### config.mk
export PLATFORM = sky130hd
export DESIGN_NAME = multiword_add_sequencer
export DESIGN_NICKNAME = d
export VERILOG_FILES = /design/src/rtl/multiword_add_sequencer_pkg.sv /design/src/rtl/fastAdder.sv /design/src/rtl/multiword_add_sequencer.sv
export SDC_FILE = /design/constraint.sdc
export NUM_CORES = 1
export LEC_CHECK = 0
export BUFFER_PORTS_ARGS = -buffer_cell sky130_fd_sc_hd__buf_2
export CORE_MARGIN = 2
export CORE_UTILIZATION = 60
export CTS_BUF_LIST = sky130_fd_sc_hd__clkbuf_2 sky130_fd_sc_hd__clkbuf_4 sky130_fd_sc_hd__clkbuf_8
export CTS_CLUSTER_SIZE = 25
export DETAILED_ROUTE_END_ITERATION = 8
export PLACE_DENSITY = 0.87
export REMOVE_ABC_BUFFERS = 1
export SLEW_MARGIN = 10
export SYNTH_ARGS = -nofsm -noshare
export SYNTH_HDL_FRONTEND = slang
export SYNTH_HIERARCHICAL = 1
export SYNTH_SLANG_ARGS = --single-unit
### constraint.sdc
create_clock -name clk -period 11.25 [get_ports clk]
set_clock_uncertainty 0.05 [all_clocks]
set_input_delay 2.25 -clock clk [delete_from_list [all_inputs] [get_ports clk]]
set_output_delay 2.25 -clock clk [all_outputs]
set_load 0.01 [all_outputs]
### src/rtl/multiword_add_sequencer_pkg.sv
// Shared types and default sizing for the multi-word add sequencer.
package multiword_add_sequencer_pkg;

    typedef enum logic [1:0] {
        IDLE = 2'd0,
        RUN  = 2'd1,
        DONE = 2'd2
    } state_t;

    localparam int W_DEF = 64;
    localparam int L_DEF = 16;
    localparam int M_DEF = 8;

endpackage

### src/rtl/fastAdder.sv
// L-bit chunk adder: a fast lower (L-M)-bit section feeding an M-bit
// ripple-carry upper section. Kept as its own hierarchy so its placement
// constraints survive synthesis.
(* KEEP_HIERARCHY = "TRUE" *)
module fastAdder #(
    parameter int L = 16,
    parameter int M = 8
) (
    input  logic [L-1:0] a,
    input  logic [L-1:0] b,
    input  logic         cin,
    output logic [L-1:0] sum,
    output logic         cout
);

    localparam int LO = L - M;

    logic [LO:0] lo_sum;
    logic [M:0]  c;

    assign lo_sum = {1'b0, a[LO-1:0]} + {1'b0, b[LO-1:0]} + {{LO{1'b0}}, cin};
    assign sum[LO-1:0] = lo_sum[LO-1:0];
    assign c[0] = lo_sum[LO];

    // Upper section: explicit full-adder chain so each cell can be placed.
    for (genvar i = 0; i < M; i++) begin : g_rca
        assign sum[LO+i] = a[LO+i] ^ b[LO+i] ^ c[i];
        assign c[i+1]    = (a[LO+i] & b[LO+i]) | (c[i] & (a[LO+i] ^ b[LO+i]));
    end

    assign cout = c[M];

endmodule

### src/rtl/multiword_add_sequencer.sv
// Feeds a W-bit operand pair through one L-bit fastAdder as NCHUNK
// successive chunks (LSB first), registering the carry between chunks,
// and returns the assembled sum over a valid/ready handshake.
module multiword_add_sequencer
    import multiword_add_sequencer_pkg::*;
#(
    parameter int W = W_DEF,
    parameter int L = L_DEF,
    parameter int M = M_DEF
) (
    input  logic         clk,
    input  logic         rst_n,
    input  logic         in_valid,
    output logic         in_ready,
    input  logic [W-1:0] in_a,
    input  logic [W-1:0] in_b,
    input  logic         in_cin,
    output logic         out_valid,
    input  logic         out_ready,
    output logic [W-1:0] out_sum,
    output logic         out_cout
);

    localparam int NCHUNK = W / L;
    localparam int CW     = (NCHUNK > 1) ? $clog2(NCHUNK) : 1;

    if ((W % L) != 0 || M >= L || M < 1) begin : g_param_check
        $error("multiword_add_sequencer: W must be a multiple of L and 0 < M < L");
    end

    state_t          state;
    logic [W-1:0]    a_sh;
    logic [W-1:0]    b_sh;
    logic [W-1:0]    sum_sh;
    logic            carry;
    logic [CW-1:0]   cnt;
    logic [L-1:0]    chunk_sum;
    logic            chunk_cout;
    logic [W+L-1:0]  sum_cat;

    // Adder inputs come straight from the operand-register LSB chunks.
    (* KEEP_HIERARCHY = "TRUE" *)
    fastAdder #(
        .L (L),
        .M (M)
    ) u_fast_adder (
        .a    (a_sh[L-1:0]),
        .b    (b_sh[L-1:0]),
        .cin  (carry),
        .sum  (chunk_sum),
        .cout (chunk_cout)
    );

    // New chunk enters the result register from the top; works for W == L too.
    assign sum_cat  = {chunk_sum, sum_sh};
    assign in_ready = (state == IDLE) || ((state == DONE) && out_ready);
    assign out_sum  = sum_sh;

    // Sequencer FSM: accept, step one chunk per cycle, hold result until taken.
    always_ff @(posedge clk or negedge rst_n) begin
        if (!rst_n) begin
            state     <= IDLE;
            a_sh      <= '0;
            b_sh      <= '0;
            sum_sh    <= '0;
            carry     <= 1'b0;
            cnt       <= '0;
            out_valid <= 1'b0;
            out_cout  <= 1'b0;
        end else begin
            case (state)
                IDLE: begin
                    if (in_valid) begin
                        a_sh  <= in_a;
                        b_sh  <= in_b;
                        carry <= in_cin;
                        cnt   <= '0;
                        state <= RUN;
                    end
                end
                RUN: begin
                    a_sh   <= a_sh >> L;
                    b_sh   <= b_sh >> L;
                    sum_sh <= sum_cat[W+L-1:L];
                    carry  <= chunk_cout;
                    cnt    <= cnt + CW'(1);
                    if (cnt == CW'(NCHUNK - 1)) begin
                        state     <= DONE;
                        out_valid <= 1'b1;
                        out_cout  <= chunk_cout;
                    end
                end
                DONE: begin
                    if (out_ready) begin
                        out_valid <= 1'b0;
                        if (in_valid) begin
                            // Back-to-back: take the next pair in the drain cycle.
                            a_sh  <= in_a;
                            b_sh  <= in_b;
                            carry <= in_cin;
                            cnt   <= '0;
                            state <= RUN;
                        end else begin
                            state <= IDLE;
                        end
                    end
                end
                default: state <= IDLE;
            endcase
        end
    end

endmodule
==> summary.txt, run 1 <==
Synth
  • Largest cells by area after synthesis: dfrtp_1, mux2_2, nand2_1, mux2i_1, fa_1
  • Synthesized area: 9379 µm²
  • Register area share after synthesis: 53.09%
  • Main combinational cell family by area after synthesis: multiplexers
  • #FFs+latches synth: 199
  • Mean Syn Cell Area: 11.67 µm²
  • Synth top area share: 53.09%
  • Netlist cell types: 28
  • Area share of fa/ha/maj cells after synthesis: 3.202%
  • Gate count after technology mapping: 804
  • Synth Area in Simple Gates: 9.832%
  • Mux contribution to synthesized area: 26.83%
  • Compound-cell area share of the yosys netlist: 1.414%
  • Xor and xnor area share after synthesis: 0.5603%
  • Ys Warns: 6
  • Synth area leader: dfrtp_1

Clocking
  • CTS sink count: 199
  • Post-cts gate resize count: 0
  • Skew-Pair Late Insertion Delay: 0.47 ns
  • Clock buffer depth: 2
  • Root Driver: clkbuf_8
  • CTS Hold Bufs: 0
  • H-tree depth: 4
  • CTS tree: yes
  • Worst-path clk slew: 0.09 ns
  • CTS Buf Count: 17
  • Setup Buffers After CTS: 0

STA
  • Fin crit period: 5.544 ns
  • Tightest Pin Transition: 1.108 ns
  • Rel. slew slack: 26.10%
  • WHS: 0.4245 ns
  • Final Max Slew Viols: 0
  • Fmax: 180.4 MHz
  • Setup violations, final: 0
  • Hold Vio Cnt, Final: 0
  • RSZ-0062 raised after global routing: false
  • Final period util: 49.28%
  • TNS Setup: 0 ns

Setup path
  • Crit path max fanout: 2
  • WP depth: 22
  • Critical path data required time: 11.56 ns
  • CP top delay family: adder cells
  • Crit Path Category: flip-flop to flip-flop
  • Most used cell along the critical path: fa_1
  • Arrival @ worst endpoint: 5.85 ns
  • CP cell instances: inv_1 > fa_1 > inv_1 > fa_1 > a21oi_2 > nor2b_2 > a311oi_2 > o21ai_0 > fa_1 > inv_1 > fa_1 > inv_1 > fa_1 > fa_1 > fa_1 > fa_1 > fa_1 > inv_1 > fa_1 > inv_1 > mux2_2 > mux2_2
  • CP endpoint kind: flip-flop
  • Critical path's largest stage delay: 0.42 ns
  • Setup crit start kind: flip-flop
  • Slowest CP cell: fa_1
  • WP buf/inv: 6
  • Worst reg2reg path depth: 22

Die
  • Core region area: 15260 µm²
  • Row count: 45
  • Height of the die: 129.0 µm
  • Chip width: 129.0 µm
  • # IOs: 200
  • Initial cell density of the core: 61.47%
  • Die area: 16650 µm²

Min path
  • Hold Path Stages: 2
  • Hold/Removal Path Class: flip-flop to flip-flop

Cells and area
  • Leading cell type in the layout, fill and taps excluded: nand2_1
  • Fraction of layout cells with a size suffix above 1: 42.93%
  • Nets: 1136
  • Area grow syn2layout: 15.58%
  • Util after Layout: 71.05%
  • Non-filler cells, final: 1209
  • Filler cells: 1109
  • Most frequent cells in the layout: nand2_1, dfrtp_1, buf_2, mux2_2, inv_1

Run status
  • Status: complete, no violations

Power and ir drop
  • VDD IR-drop max: 0.0003246 V
  • Leak: 5.629 nW
  • PD cells: 314.7 nW/µm²
  • Pwr Total: 0.003411 W

Routing
  • Vias/cell: 5.139
  • Post-route ant nets: 0
  • Total iterations of the first detailed-routing run: 4
  • Vias: 6213
  • Wire per inst: 14.78 µm
  • Routed WL: 17860 µm
  • Iter 0 DRT Violations: 257
  • Remaining design rule violation count: 0

GRT
  • Initial antenna violation count: 2
  • GRT overflow: 0
  • Vias in the first global route: 6256
  • Largest net degree at the start of global routing: 124
  • First-pass GRT wire length: 29590 µm
  • GRT Total Usage: 22.48%

Placed design
  • DP Cell Count: 1177
  • Routability cong.: 0.7591
  • DP HPWL: 12010 µm
  • Port Buf Inserts: 199

Run
  • Max Cap Violations: 0
## final timing paths
kind                                  from    endpoint  slack [ns]
min in group asynchronous            rst_n    b_sh[58]        1.88
max in group asynchronous            rst_n    a_sh[21]        7.73
worst min register to register  out_sum[0]  out_sum[0]        0.42
worst max-delay path               a_sh[0]       carry        5.71
worst min-delay path            out_sum[0]  out_sum[0]        0.42
worst max register to register     a_sh[0]       carry        5.71
## routing by layer
layer	share of wire (%)	up-vias	GRT usage, %
met5	0.073	-	0
met2	49	155	36.69
met4	1.7	2	7.928
met3	5.1	23	5.491
li1	-	2992	-
met1	44	3041	29.75
## worst min-delay path: stages (launching register included)
cell	delay, ns
dfrtp_1	0.35
nand2_1	0.05
nand2_1	0.05
## synth_stat cells
| library cell | count |
|---|---|
| a21o_1 | 1 |
| a21oi_1 | 6 |
| a21oi_2 | 3 |
| a311oi_2 | 1 |
| a31oi_1 | 1 |
| buf_2 | 14 |
| buf_4 | 8 |
| buf_6 | 10 |
| clkbuf_1 | 11 |
| dfrtp_1 | 199 |
| fa_1 | 10 |
| ha_1 | 8 |
| inv_1 | 51 |
| mux2_1 | 10 |
| mux2_2 | 185 |
| mux2i_1 | 32 |
| nand2_1 | 229 |
| nand2b_1 | 2 |
| nor2_1 | 6 |
| nor2b_1 | 3 |
| nor2b_2 | 1 |
| o2111ai_1 | 1 |
| o21a_1 | 1 |
| o21ai_0 | 3 |
| o2bb2ai_1 | 1 |
| o31ai_1 | 1 |
| xnor2_1 | 4 |
| xor2_1 | 2 |
## power by group
part / switching [W] / leakage [nW] / total, W / internal (W)
logic: 0.000833 / 2.98 / 0.00167 / 0.000842
registers: 0.000202 / 2.46 / 0.00127 / 0.00107
clock network: 0.000246 / 0.195 / 0.000467 / 0.000221
total: 0.00128 / 5.63 / 0.00341 / 0.00213
## through the flow
step | worst slack (ns) | instance area, µm²
final | 5.706 | 10840
after floorplan | 3.262 | 9095
after global routing | 5.448 | 10840
after global placement | 5.790 | 10430
after detailed placement | 5.704 | 10430
after CTS | 5.674 | 10840
## layout make-up
class | count | area, µm² | share of cell area (%)
multi-input cells | 511 | 3946 | 36.40
clock buffers | 22 | 290.3 | 2.678
diodes | 1 | 2.502 | 0.02308
clock inverters | 9 | 116.4 | 1.073
inverters | 51 | 191.4 | 1.766
well taps | 211 | 264.0 | 2.435
repair buffers | 205 | 1050 | 9.684
flip-flops and latches | 199 | 4980 | 45.94
## flip-flops by register name, summed over array words and instances (netlist names)
signal	count
b_sh	64
out_valid	1
carry	1
cnt	2
a_sh	64
out_cout	1
state	2
out_sum	64
## cells by family (layout without fill, tap and decap cells)
group,count (synthesis),after routing
xor gates and xnor gates,6,6
AOI/OAI and AO/OA,19,19
buffers and inverters,94,287
adders and majority gates,18,18
DFF,199,199
muxes,227,227
other,0,1
and+or+nand+nor,241,241
Power figures use the tool's default switching activity.
==> inputs of run 2 (changes only) <==
--- a/config.mk
+++ b/config.mk
@@ -7,11 +7,11 @@
 export LEC_CHECK = 0
 export BUFFER_PORTS_ARGS = -buffer_cell sky130_fd_sc_hd__buf_2
 export CORE_MARGIN = 2
-export CORE_UTILIZATION = 60
+export CORE_UTILIZATION = 51
 export CTS_BUF_LIST = sky130_fd_sc_hd__clkbuf_2 sky130_fd_sc_hd__clkbuf_4 sky130_fd_sc_hd__clkbuf_8
 export CTS_CLUSTER_SIZE = 25
 export DETAILED_ROUTE_END_ITERATION = 8
-export PLACE_DENSITY = 0.87
+export PLACE_DENSITY = 0.78
 export REMOVE_ABC_BUFFERS = 1
 export SLEW_MARGIN = 10
 export SYNTH_ARGS = -nofsm -noshare
==> constraint.sdc (replaced) <==
create_clock -name clk -period 4.68 [get_ports clk]
set_clock_uncertainty 0.05 [all_clocks]
set_input_delay 0.936 -clock clk [delete_from_list [all_inputs] [get_ports clk]]
set_output_delay 0.936 -clock clk [all_outputs]
set_load 0.01 [all_outputs]
==> run 2 against run 1 <==
Against the previous run: sequential power grew 140%; power grew 150%; worst setup slack lost 6.1 ns; flip-flop and latch count is the same; count of clock-buffer cells in the layout is the same; cell count grew 2.9%; non-clock buffer count grew 17; global-route usage shrank 2.9 points; largest cell class unchanged; first-iteration DRC count shrank 16%; the flow now finishes with violations (negative setup slack); combinational power grew to 2.6 times the previous value; clock power grew to 2.5 times the previous value.
==> summary.txt, run 2 (synthesized netlist as in run 1, its figures left out) <==
GRT
  • First-pass GRT wire length: 31020 µm
  • GRT Total Usage: 19.54%
  • Largest net degree at the start of global routing: 132
  • Initial antenna violation count: 0
  • Vias in the first global route: 6417
  • GRT overflow: 0

Power and ir drop
  • Pint: 0.005362 W
  • Leak: 5.748 nW
  • Logic gate share of total power: 50.4%
  • PD cells: 767.8 nW/µm²
  • Portion of total power attributed to sequential cells: 35.7%
  • Clock group share of total power: 13.9%
  • Switching share of power: 37.03%
  • VDD IR-drop max: 0.001042 V
  • Sw power: 0.003153 W

STA
  • WHS: 0.4247 ns
  • Setup violations, final: 3
  • Final Max Slew Viols: 0
  • Rel. slew slack: 23.05%
  • Hold Vio Cnt, Final: 0
  • RSZ-0062 raised after global routing: true
  • Fin crit period: 5.072 ns
  • Fmax: 197.2 MHz
  • Final period util: 108.4%
  • Final WS setup: -0.3922 ns
  • Tightest Pin Transition: 1.154 ns
  • TNS Setup: -0.8804 ns

Setup path
  • Most used cell along the critical path: fa_2
  • CP endpoint kind: flip-flop
  • Crit Path Category: flip-flop to flip-flop
  • Critical path data required time: 4.97 ns
  • Worst reg2reg path depth: 22
  • Crit path max fanout: 2
  • Critical path's largest stage delay: 0.39 ns
  • CP cell instances: inv_2 > fa_2 > inv_2 > fa_2 > a21oi_2 > nor2b_2 > a311oi_2 > o21ai_2 > fa_2 > inv_2 > fa_2 > inv_2 > fa_2 > fa_2 > fa_2 > fa_2 > fa_2 > inv_2 > fa_2 > inv_2 > mux2_4 > mux2_4
  • Setup crit start kind: flip-flop
  • CP top delay family: adder cells
  • WP buf/inv: 6
  • Slowest CP cell: dfrtp_1
  • Arrival @ worst endpoint: 5.37 ns
  • WP depth: 22

Placed design
  • DP Cell Count: 1207
  • Port Buf Inserts: 199
  • DP HPWL: 11750 µm
  • Routability cong.: 0.7855

Routing
  • Remaining design rule violation count: 0
  • Vias: 6196
  • Wire per inst: 14.81 µm
  • Post-route ant nets: 0
  • Iter 0 DRT Violations: 217
  • Routed WL: 18420 µm
  • Vias/cell: 4.981
  • Total iterations of the first detailed-routing run: 4

Run status
  • Status: finished with violations
  • Failing checks: negative setup slack

Die
  • Chip width: 139.6 µm
  • Initial cell density of the core: 52.03%
  • # IOs: 200
  • Row count: 49
  • Height of the die: 139.6 µm
  • Core region area: 18020 µm²
  • Die area: 19490 µm²

Cells and area
  • Non-filler cells, final: 1244
  • Nets: 1153
  • ANT cells: 0
  • Area grow syn2layout: 18.25%
  • Filler cells: 1487
  • Fraction of layout cells with a size suffix above 1: 46.01%
  • Leading cell type in the layout, fill and taps excluded: nand2_1
  • Most frequent cells in the layout: nand2_1, dfrtp_1, buf_2, mux2_2, inv_1

Clocking
  • Root Driver: clkbuf_8
  • H-tree depth: 4
  • CTS Buf Count: 17
  • Worst-path clk slew: 0.09 ns
  • CTS Hold Bufs: 0
  • Clock buffer depth: 2
  • CTS sink count: 199
  • CTS tree: yes
  • Skew-Pair Late Insertion Delay: 0.46 ns

Run
  • Max Cap Violations: 0

Min path
  • Hold/Removal Path Class: flip-flop to flip-flop
  • Hold Path Stages: 2
[run 2: cell types whose count changed in the layout (fill, tap and decap cells not counted), sizes merged]
cell	delta
buf	+17
bufinv	+1
clkinv	+3
clkinvlp	-3
diode	-1
[run 2: what timing repair did]
item,4_1_cts,5_1_grt
gates resized for setup,17,8
pin swaps,5,0
setup buffers,2,3
endpoints found under the setup margin,4,4
cloned,0,0
[run 2: path summary, 6_finish.rpt]
kind | start | to | slack, ns
max | carry | carry | -0.39
max in group asynchronous | rst_n | a_sh[6] | 3.06
min reg2reg | out_sum[1] | out_sum[1] | 0.42
min | out_sum[1] | out_sum[1] | 0.42
min in group asynchronous | rst_n | b_sh[42] | 0.55
max reg2reg | carry | carry | -0.39
[run 2: per-layer routing]
| layer | track usage [%] | routed length [µm] | part of all wire [%] |
|---|---|---|---|
| met1 | 26.94 | 8505 | 46 |
| met3 | 4.611 | 888 | 4.8 |
| met2 | 31.04 | 8704 | 47 |
| met5 | 0 | 0 | 0 |
| met4 | 6.053 | 325 | 1.8 |
[run 2: tightest hold or removal path, cell delays in order, from the launching register on]
cell and delay (ns):
dfrtp_1 0.35, nand2_1 0.05, nand2_1 0.05
[run 2: cell type report]
class                           count  area [µm²]  area share [%]
Sequential cell                   199        4980           44.90
Inverter                           51       191.4           1.726
Tap cell                          229       286.5           2.583
Multi-Input combinational cell    511        3991           35.99
Timing Repair Buffer              222        1215           10.95
Clock inverter                     10       142.6           1.286
Clock buffer                       22       284.0           2.561
[run 2: stage by stage]
| step | util, % | power (W) | area, µm² | setup WS [ns] |
|---|---|---|---|---|
| floorplan | - | 0.006012 | 9095 | -3.308 |
| global placement | 58.70 | 0.007118 | 10580 | -0.8233 |
| detailed placement | 58.70 | 0.007288 | 10580 | -0.8610 |
| CTS | 61.30 | 0.008567 | 11050 | -0.3934 |
| global route | 61.53 | 0.009258 | 11090 | -0.5621 |
| finish | 61.53 | 0.008515 | 11090 | -0.3922 |
[run 2: power groups by stage]
stage                     clock (W)  sequential [W]  combinational (W)
after detailed placement          0         0.00308            0.00421
after global placement            0         0.00304            0.00408
after global routing        0.00128         0.00315            0.00482
after floorplan                   0         0.00307            0.00294
final                       0.00118         0.00304            0.00429
after CTS                   0.00123         0.00305            0.00429
==> inputs of run 3 (changes only) <==
--- a/config.mk
+++ b/config.mk
@@ -5,12 +5,14 @@
 export SDC_FILE = /design/constraint.sdc
 export NUM_CORES = 1
 export LEC_CHECK = 0
+export ABC_AREA = 1
 export BUFFER_PORTS_ARGS = -buffer_cell sky130_fd_sc_hd__buf_2
 export CORE_MARGIN = 2
 export CORE_UTILIZATION = 51
 export CTS_BUF_LIST = sky130_fd_sc_hd__clkbuf_2 sky130_fd_sc_hd__clkbuf_4 sky130_fd_sc_hd__clkbuf_8
 export CTS_CLUSTER_SIZE = 25
 export DETAILED_ROUTE_END_ITERATION = 8
+export GPL_ROUTABILITY_DRIVEN = 0
 export PLACE_DENSITY = 0.78
 export REMOVE_ABC_BUFFERS = 1
 export SLEW_MARGIN = 10
==> run 3 against run 2 <==
Against the previous run: non-clock buffer count decreased by 11; synthesized cell count increased by 61%; the run still ends with negative setup slack left; via count increased by 34%; area after synthesis increased by 2.8%; largest power group unchanged; largest cell class unchanged; first-iteration DRC count increased to 3.1 times the previous value; fmax increased by 8.1%; clock power decreased by 5%; die area increased by 2.7%; final area increased by 0.46%; count of clock-buffer cells in the layout decreased by 2.
==> summary.txt, run 3 <==
Routing
  • Vias/cell: 4.926
  • Remaining design rule violation count: 0
  • Total iterations of the first detailed-routing run: 5
  • Post-route ant nets: 0
  • Wire per inst: 13.10 µm
  • Vias: 8320
  • Iter 0 DRT Violations: 683
  • Routed WL: 22130 µm

Clocking
  • Clock buffer depth: 2
  • Worst-path clk slew: 0.09 ns
  • CTS Buf Count: 17
  • CTS tree: yes
  • H-tree depth: 4
  • CTS Hold Bufs: 0
  • CTS sink count: 199
  • Skew-Pair Late Insertion Delay: 0.46 ns
  • Root Driver: clkbuf_8

Synth
  • Most used DFF post-synth: dfrtp_1
  • Asr flop ratio synth: 100.0%
  • Register area share after synthesis: 51.63%
  • #FFs+latches synth: 199
  • Number of synthesized flops with an enable pin: 0
  • Synthesized area: 9644 µm²
  • Netlist cell types: 22
  • Synth cell count leaders: nand2_1, dfrtp_1, nand3_1
  • Mean Syn Cell Area: 7.465 µm²
  • Top-count cell post-synth: nand2_1
  • Largest cells by area after synthesis: dfrtp_1, nand2_1, nand3_1, inv_1, o21ai_0
  • Ys Warns: 6
  • Synth top area share: 51.63%
  • Synth area leader: dfrtp_1
  • Gate count after technology mapping: 1292

Min path
  • Hold Startpoint: carry
  • Hold/Removal Path Class: flip-flop to flip-flop

Run status
  • Status: finished with violations
  • Failing checks: negative setup slack

Setup path
  • Worst setup startpoint: a_sh[0]
  • Crit path max fanout: 2
  • Critical path data required time: 5.02 ns
  • Worst Setup EP: out_sum[63]
  • Setup crit start kind: flip-flop
  • Worst reg2reg path depth: 24
  • Reg2Reg Capture Point: out_sum[63]
  • R2R Setup Slk: -0.01 ns
  • Arrival @ worst endpoint: 5.03 ns
  • Critical R2R Launch: a_sh[0]
  • CP endpoint kind: flip-flop
  • Crit Path Category: flip-flop to flip-flop

Cells and area
  • Sequential cell area: 4984 µm²
  • Fraction of layout cells with a size suffix above 1: 18.57%
  • Area of the multi-input gates: 4019 µm²
  • Nets: 1596
  • Filler cells: 1721
  • Non-filler cells, final: 1689
  • Area grow syn2layout: 15.53%
  • Most frequent cells in the layout: nand2_1, dfrtp_1, buf_2, nand3_1, inv_1
  • Util after Layout: 59.77%
  • Leading cell type in the layout, fill and taps excluded: nand2_1

Die
  • Height of the die: 141.5 µm
  • Core region area: 18640 µm²
  • Row count: 50
  • Initial cell density of the core: 51.73%
  • # IOs: 200
  • Chip width: 141.5 µm
  • Die area: 20030 µm²

Run
  • Max Cap Violations: 0

Placed design
  • Port Buf Inserts: 199
  • DP HPWL: 13580 µm
  • DP Cell Count: 1660
  • Pre-CTS WS: -0.3159 ns

GRT
  • Largest net degree at the start of global routing: 138
  • Vias in the first global route: 7797
  • First-pass GRT wire length: 37030 µm
  • GRT overflow: 0
  • Initial antenna violation count: 1
  • GRT Total Usage: 22.70%

STA
  • Fin crit period: 4.692 ns
  • Hold Vio Cnt, Final: 0
  • Final period util: 100.3%
  • RSZ-0062 raised after global routing: true
  • Rel. slew slack: 24.93%
  • Fmax: 213.1 MHz
  • Final WS setup: -0.01226 ns
  • Setup violations, final: 1
  • Final Max Slew Viols: 0
  • Tightest Pin Transition: 1.126 ns

Power and ir drop
  • VDD IR-drop max: 0.0004398 V
  • Leak: 6.496 nW
  • PD cells: 758.3 nW/µm²
run 3: changes by cell type in the layout (fill, tap and decap cells not counted), moves of 30 or more:
cell and change:
nand3_1 +102, nand2_1 +458, inv_1 +38, o21ai_0 +62, mux2i_1 -32, mux2_2 -182
nor2_1 +30
run 3: worst min path at each step:
stage | endpoint | slack [ns] | cells past startpoint
2_1_floorplan | cnt[1] | 0.40 | 2
3_3_place_gp | out_sum[15] | 0.41 | 2
3_5_place_dp | a_sh[50] | 0.42 | 2
4_1_cts | cnt[1] | 0.44 | 2
5_1_grt | a_sh[42] | 0.45 | 2
6_report | carry | 0.43 | 2
run 3: metrics by stage:
| stage | hold slack, ns | cell area (µm²) | power (W) | TNS, ns |
|---|---|---|---|---|
| floorplan | 0.3959 | 9278 | 0.006067 | -188.00 |
| global placement | 0.4061 | 10710 | 0.007150 | -0.2849 |
| detailed placement | 0.4155 | 10710 | 0.007313 | -0.6913 |
| CTS | 0.4369 | 11120 | 0.008493 | -0.01445 |
| global route | 0.4548 | 11140 | 0.009360 | -0.2601 |
| finish | 0.4346 | 11140 | 0.008449 | -0.01226 |
run 3: cells by family after synthesis:
family | synth area share [%]
AND/OR/NAND/NOR | 33.98
flip-flops | 51.63
buffers and inverters | 7.382
AO/OA/AOI/OAI | 3.620
adder cells (fa/ha/maj) | 3.114
XOR/XNOR | 0.2725
run 3: worst max-delay path: stages (launching register included):
cell and delay, ns:
dfrtp_1 0.40, inv_2 0.07, fa_2 0.20, inv_2 0.05, fa_2 0.35, nand2_2 0.08, nand2_2 0.06, nand3b_1 0.11
nand2_1 0.08, nand2_1 0.08, nand2_2 0.06, fa_2 0.34, inv_2 0.06, fa_2 0.18, inv_2 0.04, fa_2 0.34
fa_2 0.35, fa_2 0.35, fa_2 0.35, fa_2 0.34, inv_2 0.07, fa_2 0.43, inv_2 0.05, nand2_1 0.04
nand2_1 0.09
run 3: repair_timing:
item / in CTS / in global routing
setup buffers: 0 / 0
endpoints found under the hold margin: 0 / 0
gates resized for setup: 10 / 11
endpoints found under the setup margin: 3 / 3
pin swaps: 2 / 5
run 3: metal layers:
layer	global-route usage, %	vias to the layer above	wire, µm
met5	0	-	0
met3	3.240	32	867
met2	36.23	229	10490
met4	7.842	0	441
met1	32.14	3829	10330
li1	-	4230	-
run 3: layout make-up:
class | count | share of cell area (%)
Multi-Input combinational cell | 924 | 36.07
Timing Repair Buffer | 211 | 9.949
Clock inverter | 8 | 1.123
Tap cell | 234 | 2.628
Inverter | 92 | 3.122
Sequential cell | 199 | 44.73
Clock buffer | 20 | 2.358
Antenna cell | 1 | 0.02246
run 3: power by group:
part	switching, W	internal, W
logic	0.00280	0.00149
registers	0.000470	0.00257
clock network	0.000578	0.000545
total	0.00384	0.00460
